## src/rtl/control_if.sv

```systemverilog
// control_if: strobe/status bundle between the multiplier
// control FSM and the shift-add datapath.
//
// Signals:
//   St    start request          (datapath side -> control)
//   M     multiplier LSB         (datapath side -> control)
//   K     counter terminal flag  (datapath side -> control)
//   Idle  FSM sits in S0         (control -> datapath side)
//   Load  load operands, clear   (control -> datapath side)
//   Ad    add multiplicand       (control -> datapath side)
//   Sh    shift and count        (control -> datapath side)
//   Done  product complete       (control -> datapath side)
//
// Modports:
//   master  the control FSM
//   slave   the datapath / environment

interface control_if;
  logic St;
  logic M;
  logic K;
  logic Idle;
  logic Load;
  logic Ad;
  logic Sh;
  logic Done;

  modport master (
    input  St,
    input  M,
    input  K,
    output Idle,
    output Load,
    output Ad,
    output Sh,
    output Done
  );

  modport slave (
    output St,
    output M,
    output K,
    input  Idle,
    input  Load,
    input  Ad,
    input  Sh,
    input  Done
  );
endinterface

```

## src/rtl/control.sv

```systemverilog
// control: four-state Mealy FSM sequencing a shift-add
// multiplier (load, add/shift per bit, done).
//
// Ports:
//   Clk    system clock, rising edge
//   Rst_n  asynchronous active-low reset, forces S0
//   bus    control_if.master (St, M, K in;
//          Idle, Load, Ad, Sh, Done out)
//   State  2-bit registered state, only when
//          CONTROL_STATE_OUT_EN is defined
//
// States: S0=00 idle, S1=01 decide, S2=10 shift after
// add, S3=11 done. All outputs are Mealy combinational.

module control (
  input  logic     Clk,
  input  logic     Rst_n,
`ifdef CONTROL_STATE_OUT_EN
  control_if.master bus,
  output logic [1:0] State
`else
  control_if.master bus
`endif
);

  typedef enum logic [1:0] {
    S0 = 2'b00,
    S1 = 2'b01,
    S2 = 2'b10,
    S3 = 2'b11
  } state_t;

  state_t state;
  state_t state_nxt;

  logic idle_c;
  logic load_c;
  logic ad_c;
  logic sh_c;
  logic done_c;

  always_ff @(posedge Clk or negedge Rst_n) begin
    if (!Rst_n) begin
      state <= S0;
    end else begin
      state <= state_nxt;
    end
  end

  always_comb begin
    state_nxt = state;
    idle_c    = 1'b0;
    load_c    = 1'b0;
    ad_c      = 1'b0;
    sh_c      = 1'b0;
    done_c    = 1'b0;
    case (state)
      S0: begin
        idle_c = 1'b1;
        if (bus.St) begin
          load_c    = 1'b1;
          state_nxt = S1;
        end
      end
      S1: begin
        if (bus.M) begin
          ad_c      = 1'b1;
          state_nxt = S2;
        end else begin
          sh_c      = 1'b1;
          state_nxt = bus.K ? S3 : S1;
        end
      end
      S2: begin
        sh_c      = 1'b1;
        state_nxt = bus.K ? S3 : S1;
      end
      S3: begin
        done_c    = 1'b1;
        state_nxt = S0;
      end
      default: begin
        state_nxt = S0;
      end
    endcase
  end

  // The register already holds S0 during reset, so only
  // Load (which depends on St) needs explicit gating.
  assign bus.Idle = idle_c;
  assign bus.Load = load_c & Rst_n;
  assign bus.Ad   = ad_c;
  assign bus.Sh   = sh_c;
  assign bus.Done = done_c;

`ifdef CONTROL_STATE_OUT_EN
  assign State = state;
`endif

  a_ad_sh_excl : assert property (
    @(posedge Clk) disable iff (!Rst_n)
    !(bus.Ad && bus.Sh)
  );

  a_load_idle : assert property (
    @(posedge Clk) disable iff (!Rst_n)
    bus.Load |-> bus.Idle
  );

endmodule

```

## src/flat_wrapper.sv

```systemverilog
// flat-port wrapper written by rule: the top's interface ports become plain ports
module control_flat 
  (Clk, Rst_n, bus_St, bus_M, bus_K, bus_Idle, bus_Load, bus_Ad, bus_Sh, bus_Done);
  control_if bus_i ();
  input  logic Clk;
  input  logic Rst_n;
  input wire logic [$bits(bus_i.St)-1:0] bus_St;
  input wire logic [$bits(bus_i.M)-1:0] bus_M;
  input wire logic [$bits(bus_i.K)-1:0] bus_K;
  output wire logic [$bits(bus_i.Idle)-1:0] bus_Idle;
  output wire logic [$bits(bus_i.Load)-1:0] bus_Load;
  output wire logic [$bits(bus_i.Ad)-1:0] bus_Ad;
  output wire logic [$bits(bus_i.Sh)-1:0] bus_Sh;
  output wire logic [$bits(bus_i.Done)-1:0] bus_Done;
  assign bus_i.St = bus_St;
  assign bus_i.M = bus_M;
  assign bus_i.K = bus_K;
  assign bus_Idle = bus_i.Idle;
  assign bus_Load = bus_i.Load;
  assign bus_Ad = bus_i.Ad;
  assign bus_Sh = bus_i.Sh;
  assign bus_Done = bus_i.Done;
  control u_core (.Clk(Clk), .Rst_n(Rst_n), .bus(bus_i));
endmodule
```

## config.mk

```make
export PLATFORM = sky130hd
export DESIGN_NAME = control_flat
export DESIGN_NICKNAME = d
export VERILOG_FILES = /design/src/rtl/control_if.sv /design/src/rtl/control.sv /design/src/flat_wrapper.sv
export SDC_FILE = /design/constraint.sdc
export NUM_CORES = 1
export LEC_CHECK = 0
export CORE_AREA = 2 2 39 41
export DETAILED_ROUTE_END_ITERATION = 8
export DIE_AREA = 0 0 41 43
export SETUP_SLACK_MARGIN = 0.4
export SYNTH_ARGS = -nofsm -noshare
export SYNTH_HDL_FRONTEND = slang
export SYNTH_SLANG_ARGS = --single-unit
```

## constraint.sdc

```tcl
create_clock -name Clk -period 3.6 [get_ports Clk]
set_input_delay 0.36 -clock Clk [delete_from_list [all_inputs] [get_ports Clk]]
set_output_delay 0.36 -clock Clk [all_outputs]
set_load 0.03 [all_outputs]
```

==> metrics.csv, run 1 <==
stage;metric;value;unit
die;Core Rows;14;
sta;Max-slew headroom;79.6;%
synth;Post-Syn Nets;32;
worst_setup_path;critical path arrival;1.89;ns
final_layout;biggest regs;u_core.state: 2 flops;
synth;Post-Syn Area;220;sq um
sta;Slew Limit Fails;0;
global_routing;global-route wire length before repair;662;microns
clock_tree;post-CTS setup buffer count;0;
synth;Synth Warn #;0;
final_layout;Cell Count, Final, Fillers Out;49;
final_layout;most frequent cells in the layout;clkdlybuf4s50_1 (9), ha_1 (6), clkbuf_4 (3);
clock_tree;clk root buf;clkbuf_4;
detailed_routing;ANT nets after route;0;
final_layout;share of layout cells above drive strength 1;15.2;%
worst_setup_path;FF-to-FF End;u_core.state[0]$_DFFE_PN0P_;
die;Die Width;41;microns
detailed_routing;WL per Instance;8.76;microns
clock_tree;H-tree levels;1;
clock_tree;CTS Buffer Depth;2;
synth;Seq/Total Area, Yosys;22.7;%
global_routing;largest net degree at the start of global routing;6;
detailed_routing;DRT Pass-1 Iters;3;
sta;period utilisation layout;62.6;%
sta;minimum clock period;2.25;ns
worst_setup_path;CP required;3.24;ns
sta;setup TNS;0;ns
worst_hold_path;Min-Delay Path Class;primary input to asynchronous set/reset pin;
clock_tree;Post-CTS Resized;0;
detailed_routing;DRT iter0 DRCs;1;
synth;Gate Count Post-Synth;21;
worst_setup_path;CP startpoint kind;flip-flop;
run;Max-cap violations;0;
sta;final hold vios;0;
clock_tree;CTS tree;done;
worst_setup_path;Worst Reg-to-Reg Cells;4;
final_layout;Final Net Count;46;
die;I/O Pins;10;
die;initial core utilization;15.9;%
final_layout;Largest register FFs;2;
global_routing;global route overflow;0;
worst_setup_path;Crit Path Max Fanout;4;
power_and_ir_drop;pwr dens;777;nW/um^2
clock_tree;CTS buffer count;3;
clock_tree;clk slew on worst S/H paths;0.03;ns
worst_setup_path;critical path class;flip-flop to output port;
power_and_ir_drop;worst vdd ir;0.000177;V
sta;final setup fails;0;
sta;Max Clock Skew;0.00168;ns
clock_tree;Hold-fix buffers, CTS;0;
sta;post-route setup slack;1.35;ns
sta;RSZ-0062 raised after global routing;false;
sta;fmax;444;MHz
detailed_routing;WL final;429;microns
global_routing;GRT Total Usage;6.23;%
global_routing;initial antenna violation count;0;
placement;GP Congestion;0.711;
placement;Cells after DPL;46;
detailed_routing;Avg Vias per Cell;3.96;
run_status;outcome;complete, no violations;
die;Core Region;1380;sq um
synth;post-synth cell types;14;
global_routing;vias in the first global route;180;
clock_tree;worst skew pair latency;0.22;ns
die;Die Y;43;microns
detailed_routing;Vias;194;
final_layout;Inserted Diodes;0;
final_layout;most flop-heavy register;u_core.state;
detailed_routing;# DRC;0;
placement;port bufs;9;
placement;Placement Setup Slack;1.48;ns
die;die area;1760;sq um
sta;Worst-Margin Slew;0.305;ns
worst_setup_path;Setup crit end kind;output port;
clock_tree;clock tree sinks;2;
synth;Synth Register Bits;2;
synth;Mean Syn Cell Area;10.5;sq um
worst_setup_path;worst r2r src;u_core.state[1]$_DFFE_PN0P_;
final_layout;commonest non-fill, non-tap cell in the layout;clkdlybuf4s50_1;
final_layout;Layout area overhead;60.2;%
worst_setup_path;worst reg-to-reg setup slack;2.22;ns
power_and_ir_drop;Static Leak;0.157;nW
-- worst max path at each step --
stage | slack [ns] | to | depth (start not counted) | startpoint
after floorplan | 1.97 | bus_Load | 3 | u_core.state[1]$_DFFE_PN0P_
after global placement | 1.46 | bus_Sh | 4 | bus_M
after detailed placement | 1.48 | bus_Sh | 4 | bus_M
after CTS | 1.33 | bus_Sh | 5 | u_core.state[1]$_DFFE_PN0P_
after global routing | 1.22 | bus_Sh | 5 | u_core.state[1]$_DFFE_PN0P_
final | 1.35 | bus_Sh | 5 | u_core.state[1]$_DFFE_PN0P_
-- cell usage after synthesis --
cell type / count / area (sq um)
a21oi_1: 1 / 5.00
and2_1: 1 / 6.26
and3_1: 1 / 6.26
dfrtp_1: 2 / 50.1
ha_1: 6 / 75.1
inv_1: 2 / 7.51
nand3b_1: 1 / 7.51
nor2_1: 1 / 3.75
nor2b_1: 1 / 6.26
nor2b_2: 1 / 8.76
o21a_1: 1 / 7.51
o41a_1: 1 / 11.3
o41ai_2: 1 / 16.3
or3b_1: 1 / 8.76
-- critical path, stage by stage, from the launching register on --
cell             delay (ns)
dfrtp_1                0.40
inv_1                  0.14
ha_1                   0.17
nor2b_1                0.18
o21a_1                 0.13
clkdlybuf4s50_1        0.66
-- per-stage QoR --
| stage | utilization, % | cell area [sq um] | total power, mW | hold slack (ns) |
|---|---|---|---|---|
| floorplan | - | 220 | 0.169 | 0.0644 |
| global placement | 23.9 | 330 | 0.228 | 0.547 |
| detailed placement | 23.9 | 330 | 0.229 | 0.545 |
| CTS | 25.5 | 353 | 0.282 | 0.304 |
| global route | 25.5 | 353 | 0.301 | 0.306 |
| finish | 25.5 | 353 | 0.274 | 0.311 |
-- metal layers --
metal | up-vias | part of all wire, % | wire [microns] | GRT usage (%)
met5 | - | 0 | 0 | 0
met1 | 91 | 40 | 171 | 5.81
met2 | 5 | 52 | 224 | 8.13
met4 | 0 | 0 | 0 | 8.00
met3 | 0 | 7.7 | 33 | 3.14
li1 | 98 | - | - | -
-- kinds of logic after synthesis --
| kind of cell | Yosys count | share of synthesized area [%] |
|---|---|---|
| compound gates | 4 | 18.2 |
| simple gates | 7 | 21.6 |
| flops | 2 | 22.7 |
| fa+ha+maj | 6 | 34.1 |
| buf+inv | 2 | 3.41 |
-- cell type report --
type / count / area [sq um]
sequential: 2 / 50.0
clock buffer: 3 / 22.5
tap: 16 / 20.0
timing repair buffer: 9 / 90.1
fill: 150 / 1030
inverter: 2 / 7.51
multi-input combinational: 17 / 163
-- power breakdown --
part | internal, mW | switching [mW] | total [mW]
clock | 0.0368 | 0.0125 | 0.0493
combinational | 0.0836 | 0.0965 | 0.180
sequential | 0.0326 | 0.0120 | 0.0446
Note: power is estimated with default switching activity, not from simulation.
==> inputs of run 2 (changes only) <==
==> constraint.sdc (replaced) <==
create_clock -name Clk -period 2.2 [get_ports Clk]
set_input_delay 0.22 -clock Clk [delete_from_list [all_inputs] [get_ports Clk]]
set_output_delay 0.22 -clock Clk [all_outputs]
set_load 0.03 [all_outputs]
==> run 2 against run 1 <==
Against the previous run: final cell count is the same; non-clock buffer count is the same; flip-flop and latch count is the same; clock skew shrank 0.00098 ns; worst setup slack lost 0.82 ns; sequential share of layout area grew 0.52 points; via count shrank 5.2%; hold slack lost 0.13 ns; die area is the same; critical endpoint is now bus_Done; largest cell class unchanged.
==> metrics.csv, run 2 (synthesized netlist as in run 1, its figures left out) <==
stage;metric;value;unit;change
worst_setup_path;Setup crit end kind;output port;;unchanged
worst_setup_path;Worst Reg-to-Reg Cells;4;;unchanged
sta;final setup fails;0;;unchanged
die;Core Rows;14;;unchanged
global_routing;global route overflow;0;;unchanged
die;I/O Pins;10;;unchanged
final_layout;Design Area, Final;340;sq um;was 353 sq um
worst_setup_path;critical path arrival;1.46;ns;was 1.89 ns
global_routing;vias in the first global route;188;;was 180
final_layout;commonest non-fill, non-tap cell in the layout;ha_1;;was clkdlybuf4s50_1
final_layout;most frequent cells in the layout;ha_1 (6), clkdlybuf4s50_1 (5), clkbuf_4 (3);;was clkdlybuf4s50_1 (9), ha_1 (6), clkbuf_4 (3)
worst_setup_path;CP max stage delay;0.66;ns;about the same
sta;minimum clock period;1.68;ns;
worst_setup_path;Worst Setup SP;u_core.state[0]$_DFFE_PN0P_;;was u_core.state[1]$_DFFE_PN0P_
die;Die Y;43;microns;unchanged
power_and_ir_drop;Sw Ratio;46.4;%;was 44.1%
sta;RSZ-0062 raised after global routing;false;;unchanged
clock_tree;clk slew on worst S/H paths;0.03;ns;about the same
power_and_ir_drop;worst vdd ir;0.000354;V;was 0.000177 V
detailed_routing;Avg Vias per Cell;3.76;;was 3.96
final_layout;Inserted Diodes;0;;unchanged
worst_hold_path;Min-Delay Path Class;primary input to asynchronous set/reset pin;;unchanged
die;Core Region;1380;sq um;unchanged
worst_setup_path;CP required;1.98;ns;was 3.24 ns
worst_setup_path;CP startpoint kind;flip-flop;;unchanged
final_layout;Filler cells;152;;was 150
clock_tree;worst skew pair latency;0.22;ns;about the same
die;die area;1760;sq um;unchanged
clock_tree;CTS tree;done;;unchanged
power_and_ir_drop;clock share of power;18.4;%;was 18.0%
run;Max-cap violations;0;;unchanged
global_routing;largest net degree at the start of global routing;6;;unchanged
detailed_routing;WL final;431;microns;was 429 microns
final_layout;Largest register FFs;2;;unchanged
clock_tree;clock tree sinks;2;;unchanged
worst_setup_path;CP top delay family;buffers and inverters;;unchanged
die;Die Width;41;microns;unchanged
worst_setup_path;worst reg-to-reg setup slack;0.82;ns;was 2.22 ns
sta;setup TNS;0;ns;unchanged
detailed_routing;Vias;184;;was 194
global_routing;initial antenna violation count;0;;unchanged
worst_setup_path;worst path bufs/invs;1;;was 2
global_routing;GRT Total Usage;6.33;%;was 6.23%
placement;Area after DPL;330;sq um;unchanged
power_and_ir_drop;Seq pwr share;17.0;%;was 16.3%
clock_tree;CTS buffer count;3;;unchanged
power_and_ir_drop;Logic pwr share;64.6;%;was 65.7%
final_layout;Layout area overhead;54.5;%;was 60.2%
worst_setup_path;worst r2r src;u_core.state[1]$_DFFE_PN0P_;;unchanged
run_status;outcome;complete, no violations;;unchanged
sta;fmax;596;MHz;
detailed_routing;WL per Instance;8.80;microns;was 8.76 microns
sta;Max Clock Skew;0.000702;ns;was 0.00168 ns
clock_tree;post-CTS setup buffer count;0;;unchanged
sta;final hold vios;0;;unchanged
placement;GP Congestion;0.793;;was 0.711
clock_tree;clk root buf;clkbuf_4;;unchanged
sta;Hold WS;0.177;ns;was 0.311 ns
final_layout;most flop-heavy register;u_core.state;;unchanged
power_and_ir_drop;Static Leak;0.165;nW;was 0.157 nW
sta;Max-slew headroom;79.5;%;was 79.6%
final_layout;share of layout cells above drive strength 1;21.2;%;was 15.2%
placement;port bufs;9;;unchanged
worst_setup_path;critical path class;flip-flop to output port;;unchanged
die;initial core utilization;15.9;%;unchanged
worst_setup_path;Crit Path Max Fanout;5;;was 4
clock_tree;CTS Buffer Depth;2;;unchanged
clock_tree;H-tree levels;1;;unchanged
final_layout;Final Net Count;46;;unchanged
final_layout;final core occ;24.6;%;was 25.5%
worst_setup_path;cell chain of the critical path;ha_1 -> clkdlybuf4s50_1;;was inv_1 -> ha_1 -> nor2b_1 -> o21a_1 -> clkdlybuf4s50_1
worst_setup_path;Crit-path slowest cell;clkdlybuf4s50_1;;unchanged
clock_tree;Hold-fix buffers, CTS;0;;unchanged
sta;period utilisation layout;76.2;%;
sta;Slew Limit Fails;0;;unchanged
detailed_routing;DRT iter0 DRCs;1;;unchanged
power_and_ir_drop;Net Sw Power;0.197;mW;was 0.121 mW
worst_setup_path;CP Depth;2;;was 5
final_layout;biggest regs;u_core.state: 2 flops;;unchanged
global_routing;global-route wire length before repair;710;microns;was 662 microns
power_and_ir_drop;pwr dens;1250;nW/um^2;was 777 nW/um^2
detailed_routing;# DRC;0;;unchanged
detailed_routing;DRT Pass-1 Iters;4;;was 3
placement;Cells after DPL;46;;unchanged
power_and_ir_drop;internal cell power;0.228;mW;was 0.153 mW
detailed_routing;ANT nets after route;0;;unchanged
sta;Worst-Margin Slew;0.307;ns;was 0.305 ns
final_layout;Cell Count, Final, Fillers Out;49;;unchanged
-- run 2: changes by cell type in the layout (fill, tap and decap cells not counted), sizes merged --
cell,change
clkbuf,+2
dlygate4sd2,+2
clkdlybuf4s50,-4
-- run 2: path summary, 6_finish.rpt --
path	to
max	bus_Done
min	u_core.state[0]$_DFFE_PN0P_
max reg2reg	u_core.state[0]$_DFFE_PN0P_
min reg2reg	u_core.state[1]$_DFFE_PN0P_
max in group asynchronous	u_core.state[1]$_DFFE_PN0P_
min in group Clk	u_core.state[1]$_DFFE_PN0P_
-- run 2: what timing repair did --
item / in CTS / in global routing
setup endpoints to repair: 4 / 2
pin swaps: 0 / 0
endpoints found under the hold margin: 0 / 0
resized for setup: 5 / 3
-- run 2: per-layer routing --
layer  wire length, microns  GRT usage (%)  share of wire, %  up-vias
met4                      0           6.00                 0        0
met3                     25           3.14               5.8        0
met1                    184           6.75                43       81
li1                       -              -                 -       98
met5                      0              0                 0        -
met2                    220           8.44                51        5
-- run 2: cell type report --
class                   instances  area [sq um]  share of cell area [%]
well taps                      16          20.0                    5.88
flip-flops and latches          2          50.0                    14.7
repair buffers                  9          77.6                    22.8
inverters                       2          7.51                    2.21
clock buffers                   3          22.5                    6.62
multi-input cells              17           163                    47.8
-- run 2: power by group through the flow --
| stage | Clock [mW] | Combinational [mW] | Sequential, mW |
|---|---|---|---|
| after detailed placement | 0 | 0.303 | 0.0732 |
| after CTS | 0.0837 | 0.283 | 0.0728 |
| after global routing | 0.0847 | 0.304 | 0.0762 |
| final | 0.0783 | 0.274 | 0.0724 |
| after global placement | 0 | 0.300 | 0.0729 |
| after floorplan | 0 | 0.208 | 0.0685 |
-- run 2: per-stage QoR --
step / total power [mW] / setup WS (ns)
after CTS: 0.439 / 0.333
after global routing: 0.465 / 0.403
final: 0.425 / 0.523
after detailed placement: 0.376 / 0.301
after floorplan: 0.276 / 0.711
after global placement: 0.373 / 0.306
